**config.mk**
```make
export PLATFORM = sky130hd
export DESIGN_NAME = display_scanner
export DESIGN_NICKNAME = d
export VERILOG_FILES = /design/src/rtl/clock_display_pkg.sv /design/src/rtl/bcd_to_seg.sv /design/src/rtl/display_scanner.sv
export SDC_FILE = /design/constraint.sdc
export NUM_CORES = 1
export LEC_CHECK = 0
export BUFFER_PORTS_ARGS = -buffer_cell sky130_fd_sc_hd__clkbuf_2
export CAP_MARGIN = 10
export CORE_ASPECT_RATIO = 0.6
export CORE_MARGIN = 1.5
export CORE_UTILIZATION = 55
export CTS_CLUSTER_SIZE = 24
export DETAILED_ROUTE_END_ITERATION = 8
export PLACE_DENSITY_LB_ADDON = 0.15
export REMOVE_ABC_BUFFERS = 1
export SLEW_MARGIN = 5
export SYNTH_ARGS = -nofsm -noshare
export SYNTH_HDL_FRONTEND = slang
export SYNTH_HIERARCHICAL = 1
export SYNTH_SLANG_ARGS = --single-unit
```
**constraint.sdc**
```tcl
create_clock -name MCLK -period 2.6 [get_ports MCLK]
set_input_delay 0.78 -clock MCLK [delete_from_list [all_inputs] [get_ports MCLK]]
set_output_delay 0.78 -clock MCLK [all_outputs]
set_load 0.01 [all_outputs]
```
**src/rtl/clock_display_pkg.sv**
```systemverilog
// Shared constants and types for the clock display path: active-low
// seven-segment patterns (bit 0 = a ... bit 6 = g), the all-anodes-off
// value, the scanner state encoding and the per-slot latched contents.
package clock_display_pkg;

  localparam logic [6:0] SEG_0     = 7'b1000000;
  localparam logic [6:0] SEG_1     = 7'b1111001;
  localparam logic [6:0] SEG_2     = 7'b0100100;
  localparam logic [6:0] SEG_3     = 7'b0110000;
  localparam logic [6:0] SEG_4     = 7'b0011001;
  localparam logic [6:0] SEG_5     = 7'b0010010;
  localparam logic [6:0] SEG_6     = 7'b0000010;
  localparam logic [6:0] SEG_7     = 7'b1111000;
  localparam logic [6:0] SEG_8     = 7'b0000000;
  localparam logic [6:0] SEG_9     = 7'b0010000;
  localparam logic [6:0] SEG_BLANK = 7'b1111111;

  localparam logic [3:0] ANODES_OFF = 4'b1111;

  // SCAN_RESTART is held through reset; the first edge after release
  // starts slot 0 from the top of its blanking interval.
  typedef enum logic {
    SCAN_RESTART = 1'b0,
    SCAN_RUN     = 1'b1
  } scan_state_e;

  // Contents captured at the start of each digit slot.
  typedef struct packed {
    logic [3:0] value;
    logic       point;
  } slot_reg_t;

  // Reset contents decode to a dark digit with the point off.
  localparam slot_reg_t SLOT_RESET = '{value: 4'hF, point: 1'b0};

endpackage

```
**src/rtl/bcd_to_seg.sv**
```systemverilog
// Combinational BCD to active-low seven-segment decoder.
// Values 10..15 decode to a dark digit.
module bcd_to_seg
  import clock_display_pkg::*;
(
  input  logic [3:0] bcd,
  output logic [6:0] seg
);

  // Pattern lookup; anything outside 0..9 is blanked.
  always_comb begin
    seg = SEG_BLANK;
    case (bcd)
      4'd0:    seg = SEG_0;
      4'd1:    seg = SEG_1;
      4'd2:    seg = SEG_2;
      4'd3:    seg = SEG_3;
      4'd4:    seg = SEG_4;
      4'd5:    seg = SEG_5;
      4'd6:    seg = SEG_6;
      4'd7:    seg = SEG_7;
      4'd8:    seg = SEG_8;
      4'd9:    seg = SEG_9;
      default: seg = SEG_BLANK;
    endcase
  end

endmodule

```
**src/rtl/display_scanner.sv**
```systemverilog
// Four-digit multiplexed seven-segment scanner. Each digit slot lasts
// REFRESH_DIV cycles of MCLK (falling edge); the first BLANK_CYCLES of a
// slot keep every anode off while the segment lines settle on the new
// digit. Slot contents are captured when the slot starts.
// Optional build macro DISPLAY_BLINK_EN: blanks the segments of positions
// selected by blinkMask during alternate blink half-periods of
// BLINK_SLOTS full scans.
module display_scanner
  import clock_display_pkg::*;
#(
  parameter int REFRESH_DIV  = 12500,
  parameter int BLANK_CYCLES = 16,
  parameter int BLINK_SLOTS  = 1024
)
(
  input  logic       MCLK,
  input  logic       resetSignal,
  input  logic [3:0] digit0,
  input  logic [3:0] digit1,
  input  logic [3:0] digit2,
  input  logic [3:0] digit3,
  input  logic [3:0] dpIn,
  input  logic [3:0] blinkMask,
  output logic [6:0] seg,
  output logic       dp,
  output logic [3:0] anode
);

  localparam int PW = (REFRESH_DIV > 1) ? $clog2(REFRESH_DIV) : 1;
  localparam logic [PW-1:0] PRESC_LAST = PW'(REFRESH_DIV - 1);
  localparam logic [PW-1:0] PRESC_LIT  = PW'(BLANK_CYCLES);

  scan_state_e   state_r, state_s;
  logic [PW-1:0] presc_r, presc_s;
  logic [1:0]    slot_r, slot_s;
  slot_reg_t     slot_reg_r, slot_reg_s;
  logic [3:0]    digit_sel_s;
  logic          wrap_s;
  logic          load_s;
  logic          blank_s;
  logic [6:0]    dec_seg_s;
  logic [6:0]    seg_s;
  logic          dp_s;
  logic [3:0]    anode_s;

  bcd_to_seg u_dec (
    .bcd (slot_reg_r.value),
    .seg (dec_seg_s)
  );

  // Scan state register.
  always_ff @(negedge MCLK or negedge resetSignal) begin
    if (!resetSignal) begin
      state_r <= SCAN_RESTART;
    end else begin
      state_r <= state_s;
    end
  end

  // Next scan state: the restart edge always leads into normal running.
  always_comb begin
    state_s = state_r;
    case (state_r)
      SCAN_RESTART: state_s = SCAN_RUN;
      SCAN_RUN:     state_s = SCAN_RUN;
      default:      state_s = SCAN_RESTART;
    endcase
  end

  // Prescaler and slot index; a new slot begins on wrap or on restart.
  always_comb begin
    wrap_s  = 1'b0;
    load_s  = 1'b1;
    presc_s = {PW{1'b0}};
    slot_s  = 2'd0;
    if (state_r == SCAN_RUN) begin
      wrap_s = (presc_r == PRESC_LAST);
      load_s = wrap_s;
    end else begin
      wrap_s = 1'b0;
      load_s = 1'b1;
    end
    if (load_s) begin
      presc_s = {PW{1'b0}};
    end else begin
      presc_s = presc_r + PW'(1);
    end
    if (state_r != SCAN_RUN) begin
      slot_s = 2'd0;
    end else if (wrap_s) begin
      slot_s = slot_r + 2'd1;
    end else begin
      slot_s = slot_r;
    end
  end

  // Capture the digit and point of the slot that is about to start.
  always_comb begin
    digit_sel_s = 4'd0;
    case (slot_s)
      2'd0:    digit_sel_s = digit0;
      2'd1:    digit_sel_s = digit1;
      2'd2:    digit_sel_s = digit2;
      2'd3:    digit_sel_s = digit3;
      default: digit_sel_s = 4'd0;
    endcase
    slot_reg_s = slot_reg_r;
    if (load_s) begin
      slot_reg_s.value = digit_sel_s;
      slot_reg_s.point = dpIn[slot_s];
    end else begin
      slot_reg_s = slot_reg_r;
    end
  end

`ifdef DISPLAY_BLINK_EN
  localparam int BW = (BLINK_SLOTS > 1) ? $clog2(BLINK_SLOTS) : 1;
  localparam logic [BW-1:0] BLINK_LAST = BW'(BLINK_SLOTS - 1);

  logic [BW-1:0] blink_cnt_r, blink_cnt_s;
  logic          blink_phase_r, blink_phase_s;
  logic          blink_sel_r, blink_sel_s;

  // Blink timing: count completed scans, flip the phase every BLINK_SLOTS.
  always_comb begin
    blink_cnt_s   = blink_cnt_r;
    blink_phase_s = blink_phase_r;
    if (wrap_s && (slot_r == 2'd3)) begin
      if (blink_cnt_r == BLINK_LAST) begin
        blink_cnt_s   = {BW{1'b0}};
        blink_phase_s = ~blink_phase_r;
      end else begin
        blink_cnt_s   = blink_cnt_r + BW'(1);
        blink_phase_s = blink_phase_r;
      end
    end else begin
      blink_cnt_s   = blink_cnt_r;
      blink_phase_s = blink_phase_r;
    end
    if (load_s) begin
      blink_sel_s = blinkMask[slot_s];
    end else begin
      blink_sel_s = blink_sel_r;
    end
  end

  // Blink state registers.
  always_ff @(negedge MCLK or negedge resetSignal) begin
    if (!resetSignal) begin
      blink_cnt_r   <= {BW{1'b0}};
      blink_phase_r <= 1'b0;
      blink_sel_r   <= 1'b0;
    end else begin
      blink_cnt_r   <= blink_cnt_s;
      blink_phase_r <= blink_phase_s;
      blink_sel_r   <= blink_sel_s;
    end
  end

  assign blank_s = blink_sel_r & blink_phase_r;
`else
  // blinkMask has no effect in this build.
  logic unused_blink_mask_s;
  assign unused_blink_mask_s = ^blinkMask;
  assign blank_s = 1'b0;
`endif

  // Next output values: anode follows the next prescaler position so it
  // lines up with the slot; segments follow the already captured slot.
  always_comb begin
    anode_s = ANODES_OFF;
    if (presc_s < PRESC_LIT) begin
      anode_s = ANODES_OFF;
    end else begin
      anode_s = ~(4'b0001 << slot_s);
    end
    if (blank_s) begin
      seg_s = SEG_BLANK;
      dp_s  = 1'b1;
    end else begin
      seg_s = dec_seg_s;
      dp_s  = ~slot_reg_r.point;
    end
  end

  // Scan state and registered outputs.
  always_ff @(negedge MCLK or negedge resetSignal) begin
    if (!resetSignal) begin
      presc_r    <= {PW{1'b0}};
      slot_r     <= 2'd0;
      slot_reg_r <= SLOT_RESET;
      seg        <= SEG_BLANK;
      dp         <= 1'b1;
      anode      <= ANODES_OFF;
    end else begin
      presc_r    <= presc_s;
      slot_r     <= slot_s;
      slot_reg_r <= slot_reg_s;
      seg        <= seg_s;
      dp         <= dp_s;
      anode      <= anode_s;
    end
  end

endmodule

```
==> results_dict.tcl, run 1 <==
set metrics [dict create \
    run_status "complete, but fails checks" \
    violations "negative setup slack" \
    die_area_mm2 0.003898 \
    cts_setup_buffers 0 \
    hold_start "slot_reg_r[0]" \
    final_nets 286 \
    critPathLaunchType "register" \
    ir_drop_v 0.0004010 \
    p_leak_nw 1.109 \
    clock_latency_ns 0.35 \
    power_density_mw_per_mm2 531.5 \
    clk_pin_slew_ns 0.05 \
    yosysWarnings 6 \
    cts_max_level 2 \
    grt_pass1_wl_um 6955 \
    holdPathStages 1 \
    initial_core_util_pct 58.64 \
    setup_slack_ns -0.4624 \
    crit_required_ns 1.82 \
    antenna_found_initial 0 \
    r2r-start "presc_r[13]" \
    drtAntennaViolNets 0 \
    port_buffers 33 \
    cpPeakStageDelay_ns 0.53 \
    final_common_cell "nor2_1" \
    routed_wl_um 4272 \
    hold_violations 0 \
    crit_family "flip-flops" \
    drive_gt1_share_pct 26.38 \
    vias 1609 \
    drt_iter0_drc 88 \
    post_dp_cell_area_mm2 0.002152 \
    cts-buffers-inserted 5 \
    core_mm2 0.003303 \
    worst-path-buf-inv 1 \
    drt_first_pass_iters 4 \
    ys_ff_latch 34 \
    netlist_area_mm2 0.001937 \
    gp_congestion 0.8883 \
    setup_viol 13 \
    worstSetupPathType "register to output pin" \
    r2r_setup_slack_ns 0.39 \
    crit_chain "buf_6" \
    synth_ff_type "dfrtn_1" \
    drcViolationCount 0 \
    synth-edff-count 0 \
    clk_path_buf_depth 2 \
    design_area_mm2 0.002377 \
    ys_types 43 \
    clockRootBuffer "clkbuf_8" \
    rsz0062_at_grt "yes" \
    drv_cap 0 \
    overflow 0 \
    yosysSeqAreaShare_pct 44.96 \
    post_drt_via_cell_ratio 5.381 \
    hold_slack_ns 0.3800 \
    tritoncts "built" \
    ios 38 \
    synthArstFlopShare_pct 100.0 \
    rows 16 \
    grt_pass1_vias 1600 \
    skew_ns 0.06006 \
    grtUsageTotal_pct 23.80 \
    cp_max_fo 1 \
    wl_per_cell_um 14.29 \
    r2r_cells 4 \
    endpoint_kind "output pin" \
    critPathArrivalTime_ns 2.28 \
    diodes 0 \
    crit_slowest_cell "dfstp_2" \
    layout_common_cells "nor2_1, inv_1, clkbuf_2" \
    drv_slew 0 \
    reg2reg_to "slot_reg_r[0]" \
    cts_sinks 34 \
    hpwl_um 3082 \
    die_x_um 79.61 \
    area_growth_pct 22.74 \
    syn_avg_cell_area_um2 9.494 \
    worstHoldEndpoint "dp" \
    grt_max_degree 35 \
    syn-instance-count 204 \
    die_h_um 48.97 \
    hp-class "register to register" \
]
## layer usage
metal	vias up	global-route usage, %	wire length [µm]
li1	796	-	-
met1	728	31.52	1946
met2	76	36.44	1947
met3	9	7.664	316
met4	0	9.064	62
met5	-	0	0
## logic make-up (layout without fill, tap and decap cells)
family	count (synthesis)	in the layout	synth area share [%]
and+or+nand+nor	76	76	20.22
AOI/OAI and AO/OA	38	38	11.63
DFF	34	34	44.96
buffers and inverters	21	71	5.491
xor gates and xnor gates	16	16	7.235
muxes	11	11	5.750
adders and majority gates	7	7	4.522
other	1	1	0.1936
## sequential cells by signal (all words and copies together), names as in the netlist
signal      cells
presc_r        14
seg             7
slot_reg_r      5
anode           4
slot_r          2
dp              1
state_r         1
## worst max path at each step
stage	start	endpoint	depth (start not counted)
floorplan	dpIn[3]	slot_reg_r[0]	4
global placement	dpIn[3]	slot_reg_r[0]	5
global route	seg[4]	seg[4]	1
detailed placement	dpIn[3]	slot_reg_r[0]	5
CTS	seg[4]	seg[4]	1
finish	seg[4]	seg[4]	1
## cell usage after synthesis (2+ instances only)
master    instances  area [µm²]
nor2_1           26       97.59
a21oi_1          11       55.05
dfstp_2          16       420.4
inv_1            10       37.54
o21ai_0          16       80.08
xnor2_1           9       78.83
or3_1             3       18.77
and3_1            4       25.02
xor2_1            7       61.31
ha_1              7       87.58
buf_6             3       33.78
nor3_1            3       15.01
nand2b_1          3       18.77
nand4_1           4       25.02
o211ai_1          4       30.03
and2_1            2       12.51
nor4_1            3       18.77
dfrtn_1          18       450.4
mux2i_1          10       100.1
clkbuf_1          5       18.77
nand3_1           7       35.03
nand2_1          12       45.04
## report_power, final
part           switching, mW  leakage, nW  total (mW)  internal, mW
clock                  0.282        0.130       0.508         0.226
combinational         0.0730        0.565       0.150        0.0766
sequential            0.0288        0.413       0.606         0.578
total                  0.384         1.11        1.26         0.880
## metrics by stage
| stage | total power [mW] | std cells | utilization (%) | setup TNS, ns | worst slack [ns] |
|---|---|---|---|---|---|
| floorplan | 0.7076 | 193 | - | -0.2603 | -0.2603 |
| global placement | 0.7681 | 276 | 65.15 | -1.754 | -0.3590 |
| detailed placement | 0.7774 | 276 | 65.15 | -2.107 | -0.3939 |
| CTS | 1.253 | 299 | 69.70 | -5.734 | -0.4982 |
| global route | 1.342 | 299 | 71.97 | -5.794 | -0.4911 |
| finish | 1.264 | 299 | 71.97 | -5.408 | -0.4624 |
## cell type report
class / instances / area, µm²
Inverter: 9 / 33.78
Clock inverter: 19 / 85.08
Sequential cell: 34 / 870.8
Clock buffer: 5 / 68.82
Tap cell: 45 / 56.30
Timing Repair Buffer: 38 / 302.8
Fill cell: 236 / 925.9
Multi-Input combinational cell: 149 / 959.7
## timing repair
item / CTS / global route
gates resized for setup: 0 / 24
hold buffers: 0 / 0
setup endpoints to repair: 13 / 13
pin swaps: 0 / 0
Note: power is estimated with default switching activity, not from simulation.
==> inputs of run 2 (changes only) <==
BUFFER_PORTS_ARGS = default   (was -buffer_cell sky130_fd_sc_hd__clkbuf_2)
CORE_UTILIZATION = 30   (was 55)
DONT_BUFFER_PORTS = 1   (was default)
MAX_ROUTING_LAYER = met4   (was default)
==> results_dict.tcl, run 2 (synthesis results as in run 1) <==
set metrics [dict create \
    run_status "complete, but fails checks" \
    violations "negative setup slack" \
    drt_iter0_drc 63 \
    routed_wl_um 4365 \
    drv_cap 0 \
    setup_slack_ns -0.3783 \
    drtAntennaViolNets 0 \
    drv_slew 0 \
    design_area_mm2 0.002198 \
    vias 1437 \
    rsz0062_at_grt "yes" \
    cts_setup_buffers 0 \
    fin_setup_tns_ns -4.343 \
    relSlewSlack_pct 66.28 \
    final_nets 255 \
    setup_viol 13 \
    initial_core_util_pct 31.41 \
    skew_ns 0.06447 \
    clock_latency_ns 0.35 \
    fillers 662 \
    post_cts_resized 0 \
    clk_path_buf_depth 2 \
    critPathArrivalTime_ns 2.20 \
    cts_hold_buf 0 \
    pre_cts_slack_ns -0.3048 \
    wl_per_cell_um 14.22 \
    power_density_mw_per_mm2 584.9 \
    area_growth_pct 13.50 \
    grtUsageTotal_pct 13.86 \
    hold_violations 0 \
    grt_pass1_wl_um 7120 \
    power_mw 1.286 \
    p_leak_nw 0.9638 \
    ios 38 \
    cts_sinks 34 \
    gp_congestion 0.8277 \
    worstSetupPathType "register to output pin" \
    die_x_um 106.7 \
    clockRootBuffer "clkbuf_8" \
    post_drt_via_cell_ratio 4.681 \
    drt_first_pass_iters 4 \
    cp_max_fo 1 \
    die_h_um 65.24 \
    max_flop_register "presc_r" \
    diodes 0 \
    drcViolationCount 0 \
    hpwl_um 3195 \
    worstMarginPinSlew_ns 0.5058 \
    endpoint_kind "output pin" \
    cts-buffers-inserted 5 \
    cts_max_level 2 \
    ir_drop_v 0.0002151 \
    grt_max_degree 35 \
    overflow 0 \
    critPathLaunchType "register" \
    final_common_cell "nor2_1" \
    r2r_setup_slack_ns 0.39 \
    die_area_mm2 0.006963 \
    clk_pin_slew_ns 0.06 \
    drive_gt1_share_pct 16.14 \
    crit_required_ns 1.82 \
    port_buffers 0 \
    hp-class "register to register" \
    largest_register_ffs 14 \
    tritoncts "built" \
    post_dp_cell_area_mm2 0.002026 \
    antenna_found_initial 0 \
    layout_common_cells "nor2_1, inv_1, dfrtn_1" \
    grt_pass1_vias 1362 \
    rows 22 \
    reg_top3 "presc_r x14, seg x7, slot_reg_r x5" \
    core_mm2 0.006166 \
]
[run 2: cell count changes in the layout (fill, tap and decap cells not counted), sizes merged]
cell,delta
bufinv,+1
clkbuf,-21
buf,-10
clkinvlp,-1
[run 2: stage by stage]
step                      std cells  util [%]  hold slack (ns)
after detailed placement        284     32.85           0.4101
after CTS                       307     35.65           0.3627
after global routing            307     35.65           0.3724
after floorplan                 193         -           0.3960
final                           307     35.65           0.3728
after global placement          284     32.85           0.4016
[run 2: routing by layer]
layer | up-vias | wire [µm] | GRT usage (%)
met2 | 43 | 1457 | 15.87
met5 | - | 0 | -
met1 | 659 | 2593 | 21.86
met4 | 0 | 0 | 2.500
li1 | 735 | - | -
met3 | 0 | 314 | 5.258
[run 2: power by group]
group          leakage, nW  internal [mW]  switching (mW)  total, mW
clock                0.144          0.323           0.275      0.598
sequential           0.413          0.579          0.0360      0.615
combinational        0.406         0.0312          0.0416     0.0728
[run 2: final timing paths]
path / from / endpoint / depth (start not counted)
setup reg to reg: presc_r[13] / slot_reg_r[0] / 4
hold reg to reg: slot_reg_r[0] / dp / 1
setup / recovery: dp / dp / 0
min in group asynchronous: resetSignal / slot_reg_r[0] / 0
hold / removal: slot_reg_r[0] / dp / 1
max in group asynchronous: resetSignal / seg[2] / 0
[run 2: cell type report]
| class | instances | area [µm²] | area share (%) |
|---|---|---|---|
| multi-input cells | 149 | 959.7 | 43.65 |
| flip-flops and latches | 34 | 870.8 | 39.61 |
| clock inverters | 19 | 107.6 | 4.895 |
| well taps | 84 | 105.1 | 4.781 |
| clock buffers | 5 | 68.82 | 3.130 |
| repair buffers | 7 | 52.55 | 2.390 |
| inverters | 9 | 33.78 | 1.537 |
